## src/rtl/melody_player.sv

```systemverilog
// ----------------------------------------------------------------------------
// melody_player
//   Autoplay source for the electronic keyboard. Walks a note list held in a
//   synchronous ROM and presents one key at a time on an 8-bit active-low
//   key vector, formatted exactly like the physical key bank so the tone
//   generator can be muxed between a human player and this block.
//
//   ROM word: [7:5] pitch, [4] rest, [3:0] duration in beats (0 = end mark).
//
// Ports
//   clk       in   1       system clock
//   rst_n     in   1       asynchronous active-low reset
//   start     in   1       pulse: begin playback at address 0 (ignored if busy)
//   stop      in   1       abort playback; wins over everything
//   loop      in   1       sampled at end of song: 1 = restart at address 0
//   rom_addr  out  ADDR_W  registered song ROM address
//   rom_data  in   8       ROM word, valid one cycle after rom_addr
//   key_out   out  8       active-low one-hot key vector, 8'hFF = no key
//   busy      out  1       high whenever not idle
//   done      out  1       one-cycle pulse when the song ends without looping
// ----------------------------------------------------------------------------
module melody_player #(
    parameter int BEAT_CYCLES = 12_500_000,
    parameter int GAP_CYCLES  = 1_250_000,
    parameter int ADDR_W      = 6
) (
    input  logic              clk,
    input  logic              rst_n,
    input  logic              start,
    input  logic              stop,
    input  logic              loop,
    output logic [ADDR_W-1:0] rom_addr,
    input  logic [7:0]        rom_data,
    output logic [7:0]        key_out,
    output logic              busy,
    output logic              done
);

    // One cycle counter serves both the beat timer and the gap timer.
    localparam int CNT_MAX = (BEAT_CYCLES > GAP_CYCLES) ? BEAT_CYCLES : GAP_CYCLES;
    localparam int CNT_W   = $clog2(CNT_MAX + 1);

    typedef enum logic [2:0] {
        IDLE,
        FETCH,
        LOAD,
        NOTE,
        GAP
    } state_t;

    state_t            state_q, state_d;
    logic [ADDR_W-1:0] addr_q, addr_d;
    logic [7:0]        key_q, key_d;
    logic              busy_q, busy_d;
    logic              done_q, done_d;
    logic [3:0]        beats_q, beats_d;
    logic [CNT_W-1:0]  cnt_q, cnt_d;

    logic [2:0] word_pitch;
    logic       word_rest;
    logic [3:0] word_dur;

    assign word_pitch = rom_data[7:5];
    assign word_rest  = rom_data[4];
    assign word_dur   = rom_data[3:0];

    // Pitch 1..7 pulls bit p-1 low; pitch 0 maps to the top key (bit 7).
    function automatic logic [7:0] decode_pitch(input logic [2:0] p);
        logic [7:0] k;
        k = 8'hFF;
        if (p == 3'd0) begin
            k[7] = 1'b0;
        end else begin
            k[p - 3'd1] = 1'b0;
        end
        return k;
    endfunction

    // Next-state logic. The end-of-song rule (LOAD end mark, or GAP at the
    // last ROM address) loops only when the address is non-zero, so a song
    // whose first word is the end mark finishes instead of spinning.
    always_comb begin
        state_d = state_q;
        addr_d  = addr_q;
        key_d   = key_q;
        beats_d = beats_q;
        cnt_d   = cnt_q;
        done_d  = 1'b0;

        case (state_q)
            IDLE: begin
                key_d = 8'hFF;
                if (start) begin
                    addr_d  = '0;
                    state_d = FETCH;
                end
            end
            FETCH: begin
                state_d = LOAD;
            end
            LOAD: begin
                if (word_dur == 4'd0) begin
                    if (loop && (addr_q != '0)) begin
                        addr_d  = '0;
                        state_d = FETCH;
                    end else begin
                        done_d  = 1'b1;
                        state_d = IDLE;
                    end
                end else begin
                    key_d   = word_rest ? 8'hFF : decode_pitch(word_pitch);
                    beats_d = word_dur;
                    cnt_d   = '0;
                    state_d = NOTE;
                end
            end
            NOTE: begin
                if (cnt_q == CNT_W'(BEAT_CYCLES - 1)) begin
                    cnt_d   = '0;
                    beats_d = beats_q - 4'd1;
                    if (beats_q == 4'd1) begin
                        key_d   = 8'hFF;
                        state_d = GAP;
                    end
                end else begin
                    cnt_d = cnt_q + CNT_W'(1);
                end
            end
            GAP: begin
                key_d = 8'hFF;
                if (cnt_q == CNT_W'(GAP_CYCLES - 1)) begin
                    cnt_d = '0;
                    if (addr_q == {ADDR_W{1'b1}}) begin
                        if (loop) begin
                            addr_d  = '0;
                            state_d = FETCH;
                        end else begin
                            done_d  = 1'b1;
                            state_d = IDLE;
                        end
                    end else begin
                        addr_d  = addr_q + ADDR_W'(1);
                        state_d = FETCH;
                    end
                end else begin
                    cnt_d = cnt_q + CNT_W'(1);
                end
            end
            default: begin
                state_d = IDLE;
                key_d   = 8'hFF;
            end
        endcase

        // stop overrides every transition above, including a same-cycle start.
        if (stop) begin
            state_d = IDLE;
            addr_d  = '0;
            key_d   = 8'hFF;
            beats_d = '0;
            cnt_d   = '0;
            done_d  = 1'b0;
        end

        busy_d = (state_d != IDLE);
    end

    // key_out clears asynchronously so a reset mid-note silences at once.
    always_ff @(posedge clk or negedge rst_n) begin
        if (!rst_n) begin
            state_q <= IDLE;
            addr_q  <= '0;
            key_q   <= 8'hFF;
            busy_q  <= 1'b0;
            done_q  <= 1'b0;
            beats_q <= '0;
            cnt_q   <= '0;
        end else begin
            state_q <= state_d;
            addr_q  <= addr_d;
            key_q   <= key_d;
            busy_q  <= busy_d;
            done_q  <= done_d;
            beats_q <= beats_d;
            cnt_q   <= cnt_d;
        end
    end

    assign rom_addr = addr_q;
    assign key_out  = key_q;
    assign busy     = busy_q;
    assign done     = done_q;

endmodule

```

## config.mk

```make
export PLATFORM = sky130hd
export DESIGN_NAME = melody_player
export DESIGN_NICKNAME = d
export VERILOG_FILES = /design/src/rtl/melody_player.sv
export SDC_FILE = /design/constraint.sdc
export NUM_CORES = 1
export LEC_CHECK = 0
export CAP_MARGIN = 20
export CORE_AREA = 2 2 103 85
export CTS_CLUSTER_DIAMETER = 200
export DETAILED_ROUTE_END_ITERATION = 7
export DIE_AREA = 0 0 105 87
export GPL_TIMING_DRIVEN = 0
export SYNTH_ARGS = -nofsm -noshare
export SYNTH_HDL_FRONTEND = slang
export SYNTH_SLANG_ARGS = --single-unit
export TNS_END_PERCENT = 5
```

## constraint.sdc

```tcl
create_clock -name clk -period 2.4 [get_ports clk]
set_clock_uncertainty 0.15 [all_clocks]
set_input_delay 0.72 -clock clk [delete_from_list [all_inputs] [get_ports clk]]
set_output_delay 0.72 -clock clk [all_outputs]
set_load 0.1 [all_outputs]
```

==> impl_metrics.py <==
metrics = {
    "cells_and_area": {
        "area_growth_pct": 22.9,
        "final_nets": 409,
        "finalCoreUtilization_pct": 45.6,
        "seq_area_um2": 1190,
        "nFillCells": 825,
        "final_cell_area_um2": 3730,
        "diodes": 0,
        "drive_gt1_share_pct": 22.6,
        "multi_input_area_um2": 1790,
    },
    "route": {
        "met1Wirelength_mm": 3.94,
        "ant_nets": 0,
        "wl_met3_um": 300,
        "via_per_inst": 5.50,
        "vias": 2763,
        "routed.top_layer": "met4",
        "met2RoutedLength_mm": 3.35,
        "wl_per_cell_um": 15.3,
        "dr.pass1.iters": 4,
        "drt_wl_total_mm": 7.68,
        "drt-initial-drc-count": 128,
        "drcViolationCount": 0,
    },
    "synthesis": {
        "synth_flop_cell": "dfrtp_1",
        "yosys_warnings": 0,
        "synth_edf_count": 0,
        "yosysTopAreaCell": "dfrtp_1",
        "syn-num-nets": 368,
        "avgSynthCellArea_um2": 8.72,
        "ys_types": 65,
        "syn_inst": 348,
        "ys_seq_elements": 47,
        "synth_top_cell_area_share_pct": 32.2,
        "syn_area_um2": 3030,
        "synth.area.top_cells": "dfrtp_1, dfstp_2, nand2_1, nand3_1, a21oi_1",
        "ys_async_sr_fraction_pct": 100,
        "ys_seq_area_share_pct": 39.1,
    },
    "floorplanning": {
        "dieArea_um2": 9140,
        "core_area_um2": 8180,
        "num_io_pins": 29,
        "die_x_um": 105,
        "start_util_pct": 37.1,
        "die_height_um": 87,
        "core.rowCount": 30,
    },
    "place": {
        "post-dp-hpwl_mm": 5.50,
        "gp_congestion": 0.835,
        "port_buffers": 28,
        "place_area_um2": 3470,
    },
    "worst_setup_path": {
        "slowest_stage": "dlygate4sd2_1",
        "end_kind": "output port",
        "crit_path_start_kind": "flip-flop",
        "worstSetupPathType": "flip-flop to output port",
        "critPathMaxStageDelay_ps": 850,
        "path_cells": "dlygate4sd2_1",
        "path_depth": 1,
        "crit_family": "buffers and inverters",
        "critPathBufInv": 1,
        "crit_required_ps": 1530,
        "worst_ep_arrival_time_ps": 1480,
        "critPathMaxFanout": 1,
        "r2r_cells": 9,
    },
    "timing": {
        "fin_crit_ps": 2350,
        "rsz0062_at_grt": "true",
        "fin_setup_tns_ps": 0,
        "finalCritPeriodShare_pct": 97.9,
        "slew_violations": 0,
        "tightest_slew_ps": 952,
        "slew_headroom_pct": 36.8,
        "fmax_ghz": 0.426,
        "setup_violations": 0,
        "hold_slack_ps": 220,
        "final-hold-violation-count": 0,
    },
    "clocking": {
        "clockBufferDepth": 2,
        "clk-insertion-delay-late_ps": 300,
        "cts_made_buffers": 5,
        "clock-root-buffer": "clkbuf_8",
        "cts_tree": "built",
        "clkTransAtPathRegs_ps": 90,
        "clkSinkCount": 47,
        "ctsHtreeMaxLevel": 2,
    },
    "outcome": {
        "outcome": "finished, final reports clean",
    },
    "flow_run": {
        "drv_cap": 0,
    },
    "global_route": {
        "track_usage_pct": 17.4,
        "grt_max_degree": 28,
        "grt_pass1_wl_mm": 12.7,
        "antenna_found_initial": 0,
        "grt_pass1_vias": 2608,
        "overflow": 0,
    },
    "power_and_ir_drop": {
        "p_leak_nw": 1.49,
        "cellPowerDensity_nw_per_um2": 414,
        "worst_ir_drop_vdd_uv": 225,
        "total_power_w": 0.00154,
    },
    "worst_hold_path": {
        "holdCritPathClass": "input port to async pin",
    },
}
## flip-flops by register name, indices dropped and copies added (netlist names)
register  flops
state_q       3
beats_q       4
busy          1
cnt_q        24
done          1
rom_addr      6
key_out       8
## cell type report
class | count | area share [%]
plain buffers | 15 | 2.92
clock buffers | 5 | 1.85
clock inverters | 3 | 0.537
inverters | 14 | 1.41
multi-input cells | 272 | 48.0
flip-flops and latches | 47 | 32.0
well taps | 112 | 3.76
repair buffers | 34 | 9.49
## path summary, 6_finish.rpt
| check | slack, ps | end | start |
|---|---|---|---|
| setup / recovery | 50 | done | done$_DFF_PN0_ |
| hold / removal | 220 | cnt_q[5]$_DFFE_PN0P_ | rst_n |
| setup reg to reg | 130 | cnt_q[9]$_DFFE_PN0P_ | cnt_q[0]$_DFFE_PN0P_ |
| hold reg to reg | 360 | key_out[5]$_DFFE_PN1P_ | key_out[5]$_DFFE_PN1P_ |
| max in group asynchronous | 1340 | rom_addr[0]$_DFFE_PN0P_ | rst_n |
| min in group clk | 360 | key_out[5]$_DFFE_PN1P_ | key_out[5]$_DFFE_PN1P_ |
## layout by cell type (no fill, tap or decap), types with 4 or more instances in the layout
cell type	n
clkdlybuf4s15_2	14
clkbuf_8	5
nor3_1	7
buf_4	6
inv_1	14
dfrtp_2	7
dfrtp_1	32
ha_1	6
a21oi_1	22
clkdlybuf4s50_1	7
buf_2	5
dlygate4sd2_1	4
or3_1	9
and3_1	6
nand3_1	26
nor2_1	25
dfstp_2	8
nand3b_1	6
nand2_1	40
nand4_1	5
nand2b_1	9
buf_6	6
a31oi_1	9
nor4_1	5
o21ai_0	15
## where the power goes
part	switching (W)	total [W]	internal, W
clock	0.000293	0.000496	0.000203
combinational	0.000150	0.000232	0.0000815
sequential	0.0000100	0.000815	0.000805
## metal layers
| metal | up-vias | track usage [%] |
|---|---|---|
| met1 | 1338 | 25.5 |
| li1 | 1369 | - |
| met3 | 7 | 2.54 |
| met2 | 49 | 27.2 |
| met5 | - | 0 |
| met4 | 0 | 4.00 |
## through the flow
stage / worst slack (ps) / instances
CTS: -57.7 / 501
floorplan: 5.21 / 348
detailed placement: -850 / 489
finish: 50.0 / 502
global route: -10.4 / 502
global placement: -1170 / 488
## timing repair
| item | in CTS | in global routing |
|---|---|---|
| buffers inserted | 4 | 1 |
| pin swaps | 3 | 3 |
| endpoints found under the setup margin | 55 | 34 |
| gates resized for setup | 62 | 15 |
| hold buffers | 0 | 0 |
## Yosys cell counts, types with 7 or more instances
cell,count
buf_2,7
and3_1,7
dfstp_2,8
a21oi_1,24
a31oi_1,9
o21ai_0,15
dfrtp_1,39
nor2_1,26
inv_1,14
nand2b_1,9
nand2_1,40
nor3_1,9
nand3_1,26
or3_1,9
ha_1,7
## cell families (layout without fill, tap and decap cells)
group | after synthesis | after routing | synth area share [%]
simple gates | 176 | 176 | 33.2
compound gates | 82 | 82 | 17.6
flops | 47 | 47 | 39.1
buf+inv | 29 | 71 | 4.87
fa+ha+maj | 7 | 7 | 2.89
mux | 5 | 5 | 1.77
xor+xnor | 2 | 2 | 0.577
Note: power is estimated with default switching activity, not from simulation.
